## config.mk

```make
export PLATFORM = sky130hd
export DESIGN_NAME = lm07_poll_sched_flat
export DESIGN_NICKNAME = d
export VERILOG_FILES = /design/src/rtl/lm07_poll_sched_if.sv /design/src/rtl/lm07_poll_sched.sv /design/src/flat_wrapper.sv
export SDC_FILE = /design/constraint.sdc
export NUM_CORES = 1
export LEC_CHECK = 0
export ABC_AREA = 1
export ABC_CLOCK_PERIOD_IN_PS = 4170
export CAP_MARGIN = 0
export CORE_MARGIN = 3
export CORE_UTILIZATION = 35
export CTS_CLUSTER_DIAMETER = 150
export DETAILED_ROUTE_END_ITERATION = 16
export SETUP_SLACK_MARGIN = 0.4
export SYNTH_ARGS = -nofsm -noshare
export SYNTH_HDL_FRONTEND = slang
export SYNTH_SLANG_ARGS = --single-unit
```

## constraint.sdc

```tcl
create_clock -name SYSCLK -period 4.17 [get_ports SYSCLK]
set_input_delay 0.834 -clock SYSCLK [delete_from_list [all_inputs] [get_ports SYSCLK]]
set_output_delay 0.834 -clock SYSCLK [all_outputs]
set_load 0.01 [all_outputs]
```

## src/rtl/lm07_poll_sched_if.sv

```systemverilog
// Bus bundle between the LM07 poll scheduler and its surroundings: system
// control (enable, on-demand requests, threshold), the shared SPI read
// engine, the chip-select lines and the reading/alarm outputs.
interface lm07_poll_sched_if #(
    parameter int N_SENS = 4
);
    logic              en;
    logic              req_valid;
    logic [2:0]        req_idx;
    logic              req_ready;
    logic [7:0]        thresh;
    logic              eng_start;
    logic              eng_done;
    logic [7:0]        eng_data;
    logic [N_SENS-1:0] cs_n;
    logic              temp_valid;
    logic [2:0]        temp_idx;
    logic [7:0]        temp_data;
    logic [N_SENS-1:0] alarm;
    logic              timeout_err;
    logic              overrun;

    // Environment side: drives control, requests and engine responses.
    modport master (
        output en, req_valid, req_idx, thresh, eng_done, eng_data,
        input  req_ready, eng_start, cs_n, temp_valid, temp_idx, temp_data,
               alarm, timeout_err, overrun
    );

    // Scheduler side.
    modport slave (
        input  en, req_valid, req_idx, thresh, eng_done, eng_data,
        output req_ready, eng_start, cs_n, temp_valid, temp_idx, temp_data,
               alarm, timeout_err, overrun
    );
endinterface

```

## src/rtl/lm07_poll_sched.sv

```systemverilog
// Shares one LM07 read engine among N_SENS sensors. Periodic poll rounds set
// a pending mask; a single on-demand slot takes priority. Each transaction is
// framed by its chip select (SETUP/START/WAIT/GUARD), aborted on timeout, and
// completed readings update the latched value and sticky over-temp alarms.
module lm07_poll_sched #(
    parameter int N_SENS   = 4,
    parameter int POLL_DIV = 1000,
    parameter int TIMEOUT  = 64
) (
    input  logic             SYSCLK,
    input  logic             RSTN,
    lm07_poll_sched_if.slave bus
);
    localparam int PW = $clog2(POLL_DIV);
    localparam int WW = $clog2(TIMEOUT + 1);
    localparam logic [PW-1:0]     POLL_LAST = PW'(POLL_DIV - 1);
    localparam logic [WW-1:0]     WAIT_LAST = WW'(TIMEOUT - 1);
    localparam logic [WW-1:0]     WAIT_FIRST = WW'(1);
    localparam logic [N_SENS-1:0] ALL_ONES = {N_SENS{1'b1}};
    localparam logic [N_SENS-1:0] NONE     = {N_SENS{1'b0}};
    localparam logic [N_SENS-1:0] ONE      = {{(N_SENS-1){1'b0}}, 1'b1};

    typedef enum logic [2:0] {
        S_IDLE  = 3'd0,
        S_SETUP = 3'd1,
        S_START = 3'd2,
        S_WAIT  = 3'd3,
        S_GUARD = 3'd4
    } state_t;

    // Index of the lowest set bit (0 when the mask is empty).
    function automatic logic [2:0] lowest_set(input logic [N_SENS-1:0] m);
        logic [2:0] idx;
        idx = 3'd0;
        for (int i = N_SENS - 1; i >= 0; i--) begin
            idx = m[i] ? 3'(i) : idx;
        end
        return idx;
    endfunction

    function automatic logic [N_SENS-1:0] onehot(input logic [2:0] idx);
        return ONE << idx;
    endfunction

    state_t            r_state;
    logic [PW-1:0]     r_poll_cnt;
    logic [N_SENS-1:0] r_pend;
    logic              r_slot_vld;
    logic [2:0]        r_slot_idx;
    logic              r_req_ready;
    logic [2:0]        r_sel;
    logic              r_from_slot;
    logic [WW-1:0]     r_wait_cnt;
    logic [N_SENS-1:0] r_cs_n;
    logic              r_eng_start;
    logic              r_temp_valid;
    logic [2:0]        r_temp_idx;
    logic [7:0]        r_temp_data;
    logic [N_SENS-1:0] r_alarm;
    logic              r_timeout_err;
    logic              r_overrun;

    state_t            w_state_nxt;
    logic [2:0]        w_sel_nxt;
    logic              w_from_slot_nxt;
    logic [N_SENS-1:0] w_cs_n_nxt;
    logic              w_start_nxt;
    logic              w_done_end;
    logic              w_to_end;
    logic              w_end;
    logic              w_tick;
    logic              w_accept;
    logic              w_hot;
    logic [N_SENS-1:0] w_clr;

    assign w_tick   = bus.en && (r_poll_cnt == POLL_LAST);
    assign w_accept = bus.req_valid && r_req_ready &&
                      ({1'b0, bus.req_idx} < 4'(N_SENS));
    assign w_end    = w_done_end | w_to_end;
    assign w_clr    = (w_end && !r_from_slot) ? onehot(r_sel) : NONE;
    assign w_hot    = $signed(bus.eng_data) >= $signed(bus.thresh);

    // Next state, selection and next values of the registered bus outputs.
    // An on-demand request arriving in IDLE is selected directly so that CS
    // falls on the very next cycle; it still occupies the slot until done.
    always_comb begin
        w_state_nxt     = r_state;
        w_sel_nxt       = r_sel;
        w_from_slot_nxt = r_from_slot;
        w_cs_n_nxt      = ALL_ONES;
        w_start_nxt     = 1'b0;
        w_done_end      = 1'b0;
        w_to_end        = 1'b0;
        case (r_state)
            S_IDLE: begin
                if (r_slot_vld) begin
                    w_sel_nxt       = r_slot_idx;
                    w_from_slot_nxt = 1'b1;
                    w_state_nxt     = S_SETUP;
                    w_cs_n_nxt      = ~onehot(r_slot_idx);
                end else if (w_accept) begin
                    w_sel_nxt       = bus.req_idx;
                    w_from_slot_nxt = 1'b1;
                    w_state_nxt     = S_SETUP;
                    w_cs_n_nxt      = ~onehot(bus.req_idx);
                end else if (r_pend != NONE) begin
                    w_sel_nxt       = lowest_set(r_pend);
                    w_from_slot_nxt = 1'b0;
                    w_state_nxt     = S_SETUP;
                    w_cs_n_nxt      = ~onehot(lowest_set(r_pend));
                end else begin
                    w_state_nxt = S_IDLE;
                end
            end
            S_SETUP: begin
                w_cs_n_nxt  = ~onehot(r_sel);
                w_start_nxt = 1'b1;
                w_state_nxt = S_START;
            end
            S_START: begin
                w_cs_n_nxt  = ~onehot(r_sel);
                w_state_nxt = S_WAIT;
            end
            S_WAIT: begin
                if (bus.eng_done) begin
                    w_done_end  = 1'b1;
                    w_state_nxt = S_GUARD;
                end else if (r_wait_cnt == WAIT_LAST) begin
                    w_to_end    = 1'b1;
                    w_state_nxt = S_GUARD;
                end else begin
                    w_cs_n_nxt = ~onehot(r_sel);
                end
            end
            S_GUARD: begin
                w_state_nxt = S_IDLE;
            end
            default: begin
                w_state_nxt = S_IDLE;
            end
        endcase
    end

    // FSM state register and transaction bookkeeping.
    always_ff @(posedge SYSCLK or negedge RSTN) begin
        if (!RSTN) begin
            r_state     <= S_IDLE;
            r_sel       <= 3'd0;
            r_from_slot <= 1'b0;
            r_wait_cnt  <= {WW{1'b0}};
        end else begin
            r_state     <= w_state_nxt;
            r_sel       <= w_sel_nxt;
            r_from_slot <= w_from_slot_nxt;
            if (r_state == S_START) begin
                r_wait_cnt <= WAIT_FIRST;
            end else if (r_state == S_WAIT) begin
                r_wait_cnt <= r_wait_cnt + WW'(1);
            end else begin
                r_wait_cnt <= r_wait_cnt;
            end
        end
    end

    // Poll timer and pending mask; a tick merges all sensors into the mask.
    always_ff @(posedge SYSCLK or negedge RSTN) begin
        if (!RSTN) begin
            r_poll_cnt <= {PW{1'b0}};
            r_pend     <= NONE;
            r_overrun  <= 1'b0;
        end else begin
            if (!bus.en) begin
                r_poll_cnt <= {PW{1'b0}};
            end else if (r_poll_cnt == POLL_LAST) begin
                r_poll_cnt <= {PW{1'b0}};
            end else begin
                r_poll_cnt <= r_poll_cnt + PW'(1);
            end
            r_pend    <= (r_pend & ~w_clr) | (w_tick ? ALL_ONES : NONE);
            r_overrun <= w_tick && (r_pend != NONE);
        end
    end

    // On-demand slot: filled on accept, emptied when its transaction ends.
    always_ff @(posedge SYSCLK or negedge RSTN) begin
        if (!RSTN) begin
            r_slot_vld  <= 1'b0;
            r_slot_idx  <= 3'd0;
            r_req_ready <= 1'b1;
        end else if (w_end && r_from_slot) begin
            r_slot_vld  <= 1'b0;
            r_req_ready <= 1'b1;
        end else if (w_accept) begin
            r_slot_vld  <= 1'b1;
            r_slot_idx  <= bus.req_idx;
            r_req_ready <= 1'b0;
        end else begin
            r_slot_vld  <= r_slot_vld;
            r_req_ready <= r_req_ready;
        end
    end

    // Registered outputs: chip selects, engine start, reading and alarms.
    always_ff @(posedge SYSCLK or negedge RSTN) begin
        if (!RSTN) begin
            r_cs_n        <= ALL_ONES;
            r_eng_start   <= 1'b0;
            r_temp_valid  <= 1'b0;
            r_temp_idx    <= 3'd0;
            r_temp_data   <= 8'd0;
            r_alarm       <= NONE;
            r_timeout_err <= 1'b0;
        end else begin
            r_cs_n        <= w_cs_n_nxt;
            r_eng_start   <= w_start_nxt;
            r_temp_valid  <= w_done_end;
            r_timeout_err <= w_to_end;
            if (w_done_end) begin
                r_temp_idx  <= r_sel;
                r_temp_data <= bus.eng_data;
            end else begin
                r_temp_idx  <= r_temp_idx;
                r_temp_data <= r_temp_data;
            end
            if (w_done_end && w_hot) begin
                r_alarm <= r_alarm | onehot(r_sel);
            end else begin
                r_alarm <= r_alarm;
            end
        end
    end

    assign bus.req_ready   = r_req_ready;
    assign bus.eng_start   = r_eng_start;
    assign bus.cs_n        = r_cs_n;
    assign bus.temp_valid  = r_temp_valid;
    assign bus.temp_idx    = r_temp_idx;
    assign bus.temp_data   = r_temp_data;
    assign bus.alarm       = r_alarm;
    assign bus.timeout_err = r_timeout_err;
    assign bus.overrun     = r_overrun;
endmodule

```

## src/flat_wrapper.sv

```systemverilog
// flat-port wrapper written by rule: the top's interface ports become plain ports
module lm07_poll_sched_flat 
#(
    parameter int N_SENS   = 4,
    parameter int POLL_DIV = 1000,
    parameter int TIMEOUT  = 64
)
  (SYSCLK, RSTN, bus_en, bus_req_valid, bus_req_idx, bus_thresh, bus_eng_done, bus_eng_data, bus_req_ready, bus_eng_start, bus_cs_n, bus_temp_valid, bus_temp_idx, bus_temp_data, bus_alarm, bus_timeout_err, bus_overrun);
  lm07_poll_sched_if #(.N_SENS(N_SENS)) bus_i ();
  input  logic SYSCLK;
  input  logic RSTN;
  input wire logic [$bits(bus_i.en)-1:0] bus_en;
  input wire logic [$bits(bus_i.req_valid)-1:0] bus_req_valid;
  input wire logic [$bits(bus_i.req_idx)-1:0] bus_req_idx;
  input wire logic [$bits(bus_i.thresh)-1:0] bus_thresh;
  input wire logic [$bits(bus_i.eng_done)-1:0] bus_eng_done;
  input wire logic [$bits(bus_i.eng_data)-1:0] bus_eng_data;
  output wire logic [$bits(bus_i.req_ready)-1:0] bus_req_ready;
  output wire logic [$bits(bus_i.eng_start)-1:0] bus_eng_start;
  output wire logic [$bits(bus_i.cs_n)-1:0] bus_cs_n;
  output wire logic [$bits(bus_i.temp_valid)-1:0] bus_temp_valid;
  output wire logic [$bits(bus_i.temp_idx)-1:0] bus_temp_idx;
  output wire logic [$bits(bus_i.temp_data)-1:0] bus_temp_data;
  output wire logic [$bits(bus_i.alarm)-1:0] bus_alarm;
  output wire logic [$bits(bus_i.timeout_err)-1:0] bus_timeout_err;
  output wire logic [$bits(bus_i.overrun)-1:0] bus_overrun;
  assign bus_i.en = bus_en;
  assign bus_i.req_valid = bus_req_valid;
  assign bus_i.req_idx = bus_req_idx;
  assign bus_i.thresh = bus_thresh;
  assign bus_i.eng_done = bus_eng_done;
  assign bus_i.eng_data = bus_eng_data;
  assign bus_req_ready = bus_i.req_ready;
  assign bus_eng_start = bus_i.eng_start;
  assign bus_cs_n = bus_i.cs_n;
  assign bus_temp_valid = bus_i.temp_valid;
  assign bus_temp_idx = bus_i.temp_idx;
  assign bus_temp_data = bus_i.temp_data;
  assign bus_alarm = bus_i.alarm;
  assign bus_timeout_err = bus_i.timeout_err;
  assign bus_overrun = bus_i.overrun;
  lm07_poll_sched #(.N_SENS(N_SENS), .POLL_DIV(POLL_DIV), .TIMEOUT(TIMEOUT)) u_core (.SYSCLK(SYSCLK), .RSTN(RSTN), .bus(bus_i));
endmodule
```

==> metrics.md <==
| Metric | Value |
|---|---|
| WL/cell | 12.2 µm |
| Worst Hold Class | reg -> reg |
| Pwr Total | 1790 µW |
| Async S/R FF share, synth | 100% |
| Vias per inst | 4.71 |
| Critical R2R Launch | u_core.r_state[2] |
| Setup Buffers After CTS | 0 |
| Clock transition at path regs | 90 ps |
| Delay-heaviest family, CP | flip-flops |
| CP max-delay cell | dfstp_2 |
| CTS Root Cell | clkbuf_8 |
| WHS Endpoint | u_core.r_poll_cnt[0] |
| Peak Freq | 0.452 GHz |
| Final Max Tran Viols | 0 |
| Die area | 0.00907 mm² |
| Yosys top cell by area | dfrtp_1 |
| Vias | 2269 |
| Drt drc | 0 |
| Ys flop type | dfrtp_1 |
| Synth Warn # | 0 |
| RSZ-0062 raised after global routing | false |
| Starting Density | 37.2% |
| Area Overhead vs Synth | 24.1% |
| Crit-path max cell delay | 550 ps |
| Final ANT Viol Nets | 0 |
| Avg Synthesized Cell Area | 8.47 µm² |
| Non-filler cells, final | 482 |
| Clock sinks | 56 |
| Worst Tran Pin Value | 868 ps |
| Final Cycle Share | 53.0% |
| 1st-iter DRT viols | 83 |
| Crit Reg-Reg Endpoint | u_core.r_pend[0] |
| Synth top area share | 45.8% |
| Post-Synthesis Net Count | 363 |
| Setup_tns | 0 ps |
| Worst-skew pair later-pin latency | 310 ps |
| CP Data Required Time | 3340 ps |
| First-pass GRT wire length | 10100 µm |
| Clock Skew | 13.9 ps |
| Largest fanout on the critical path | 3 |
| Die height | 95.2 µm |
| Crit start category | flip-flop |
| Netlist cell types | 35 |
| EDFF count, synth | 0 |
| Pin count of the biggest net entering global routing | 39 |
| All-Layer GR Usage | 14.0% |
| Cell area power density | 517 mW/mm² |
| Worst setup EP type | output pin |
| Ranking of synthesized cells by area | dfrtp_1 46%, nand2_1 10%, inv_1 6.3% |
| Crit path DAT | 1380 ps |
| Hold bufs inserted after CTS | 0 |
| Die Wd | 95.2 µm |
| Total of max-cap violations | 0 |
| Cts repair resizes | 0 |
| Hold Startpoint | u_core.r_poll_cnt[0] |
| Cell chain of the critical path | clkdlybuf4s50_1 |
| Placed Instances | 474 |
| Critical path start-end classification | reg -> out |
| Worst Reg-to-Reg Cells | 10 |
| Initial antenna violation count | 0 |
| Buf/Inv on CP | 1 |
| Crit. Startpoint | u_core.bus.req_ready |
| Status | finished clean |
| Fill cells | 733 |
| Hold depth | 1 |
| Number of global-route vias before repair | 2214 |
| Final wirelength | 5900 µm |
| CTS tree | built |
| Num CTS Buffers | 5 |
| Antenna Cells | 0 |
| DP HPWL | 4620 µm |
| Sequential-to-total area share from yosys stat | 50.5% |
| TritonRoute pass-1 iters | 4 |
| Total gr overflow | 0 |
| Final setup fails | 0 |
| Final Wtd Congestion | 0.849 |
| Slew margin rel. | 42.1% |
| Final min period | 2210 ps |
| Cell count after synthesis | 329 |
| Layout cells sized above 1 | 7.83% |
| Final Hold Viols | 0 |
| Buffers on Ports | 47 |
| Count leader, synth | nand2_1 |
| Core ar. | 0.00749 mm² |
| Synth Register Bits | 56 |
| Final layout net count | 416 |
| Commonest cells post-synth | 75 x nand2_1, 51 x dfrtp_1, 47 x inv_1 |
| Cell area after synthesis | 0.00279 mm² |
| Depth of the CTS H-tree | 2 |
| IO Count | 48 |
| Row cnt | 31 |
| Reg-to-reg slack, setup | 2440 ps |
| LEAKAGE | 0.00164 µW |
| Clock Path Buffers | 2 |
| Peak supply drop | 0.238 mV |
sequential cells by signal (all words and copies together) (netlist names):
name and count:
u_core.r_state 3, u_core.r_sel 3, u_core.r_pend 4, u_core.bus.req_ready 1, u_core.bus.cs_n 4, u_core.bus.temp_idx 3, u_core.bus.timeout_err 1, u_core.r_from_slot 1
u_core.bus.eng_start 1, u_core.bus.overrun 1, u_core.bus.alarm 4, u_core.r_slot_idx 3, u_core.r_wait_cnt 7, u_core.bus.temp_data 8, u_core.r_poll_cnt 10, u_core.bus.temp_valid 1
u_core.r_slot_vld 1
cell type report:
| type | count | area [µm²] | area share (%) |
|---|---|---|---|
| Clock inverter | 2 | 12.5 | 0.362 |
| Timing Repair Buffer | 48 | 473 | 13.7 |
| Multi-Input combinational cell | 218 | 1160 | 33.6 |
| Clock buffer | 6 | 72.6 | 2.10 |
| Sequential cell | 56 | 1410 | 40.7 |
| Tap cell | 99 | 124 | 3.58 |
| Inverter | 53 | 206 | 5.97 |
worst max path at each step:
stage / end / slack, ps / cells past startpoint
after CTS: bus_req_ready / 1940 / 1
after floorplan: u_core.bus.alarm[1] / 2260 / 9
after global routing: bus_req_ready / 1900 / 1
after detailed placement: u_core.bus.alarm[0] / 1700 / 10
after global placement: u_core.bus.alarm[2] / 1720 / 10
final: bus_req_ready / 1960 / 1
per-stage QoR:
step,instance area (µm²),hold slack (ps),utilization [%],setup slack [ps]
floorplan,2790,433,-,2260
global placement,3370,450,45.1,1720
detailed placement,3370,449,45.1,1700
CTS,3460,465,46.2,1940
global route,3460,496,46.2,1900
finish,3460,461,46.2,1960
routing by layer:
metal / vias up / GRT usage [%] / wire length, µm
met5: - / 0 / 0
met4: 0 / 3.61 / 45
met3: 4 / 2.76 / 210
met2: 41 / 22.4 / 2790
met1: 1050 / 19.5 / 2850
li1: 1174 / - / -
cells in the final DEF (no fill, tap or decap), types with 4 or more instances in the layout:
cell	n
o22ai_1	4
ha_1	10
o21ai_0	11
nand4_1	7
nand2_1	75
nor2_1	28
clkdlybuf4s50_1	46
clkbuf_8	5
dfstp_2	5
nand3_1	23
dfrtp_1	51
inv_1	47
a21oi_1	12
nor3_1	13
o21ai_1	7
report_power, final:
part	total, µW	internal, µW	switching, µW
clock network	289	118	171
registers	782	692	90.6
logic	717	309	408
cell families after synthesis:
| family | after synthesis | synth area share [%] |
|---|---|---|
| AND/OR/NAND/NOR | 161 | 27.1 |
| flip-flops | 56 | 50.5 |
| buffers and inverters | 55 | 7.77 |
| AO/OA/AOI/OAI | 43 | 8.89 |
| adder cells (fa/ha/maj) | 10 | 4.49 |
| XOR/XNOR | 4 | 1.26 |
Note: power is estimated with default switching activity, not from simulation.
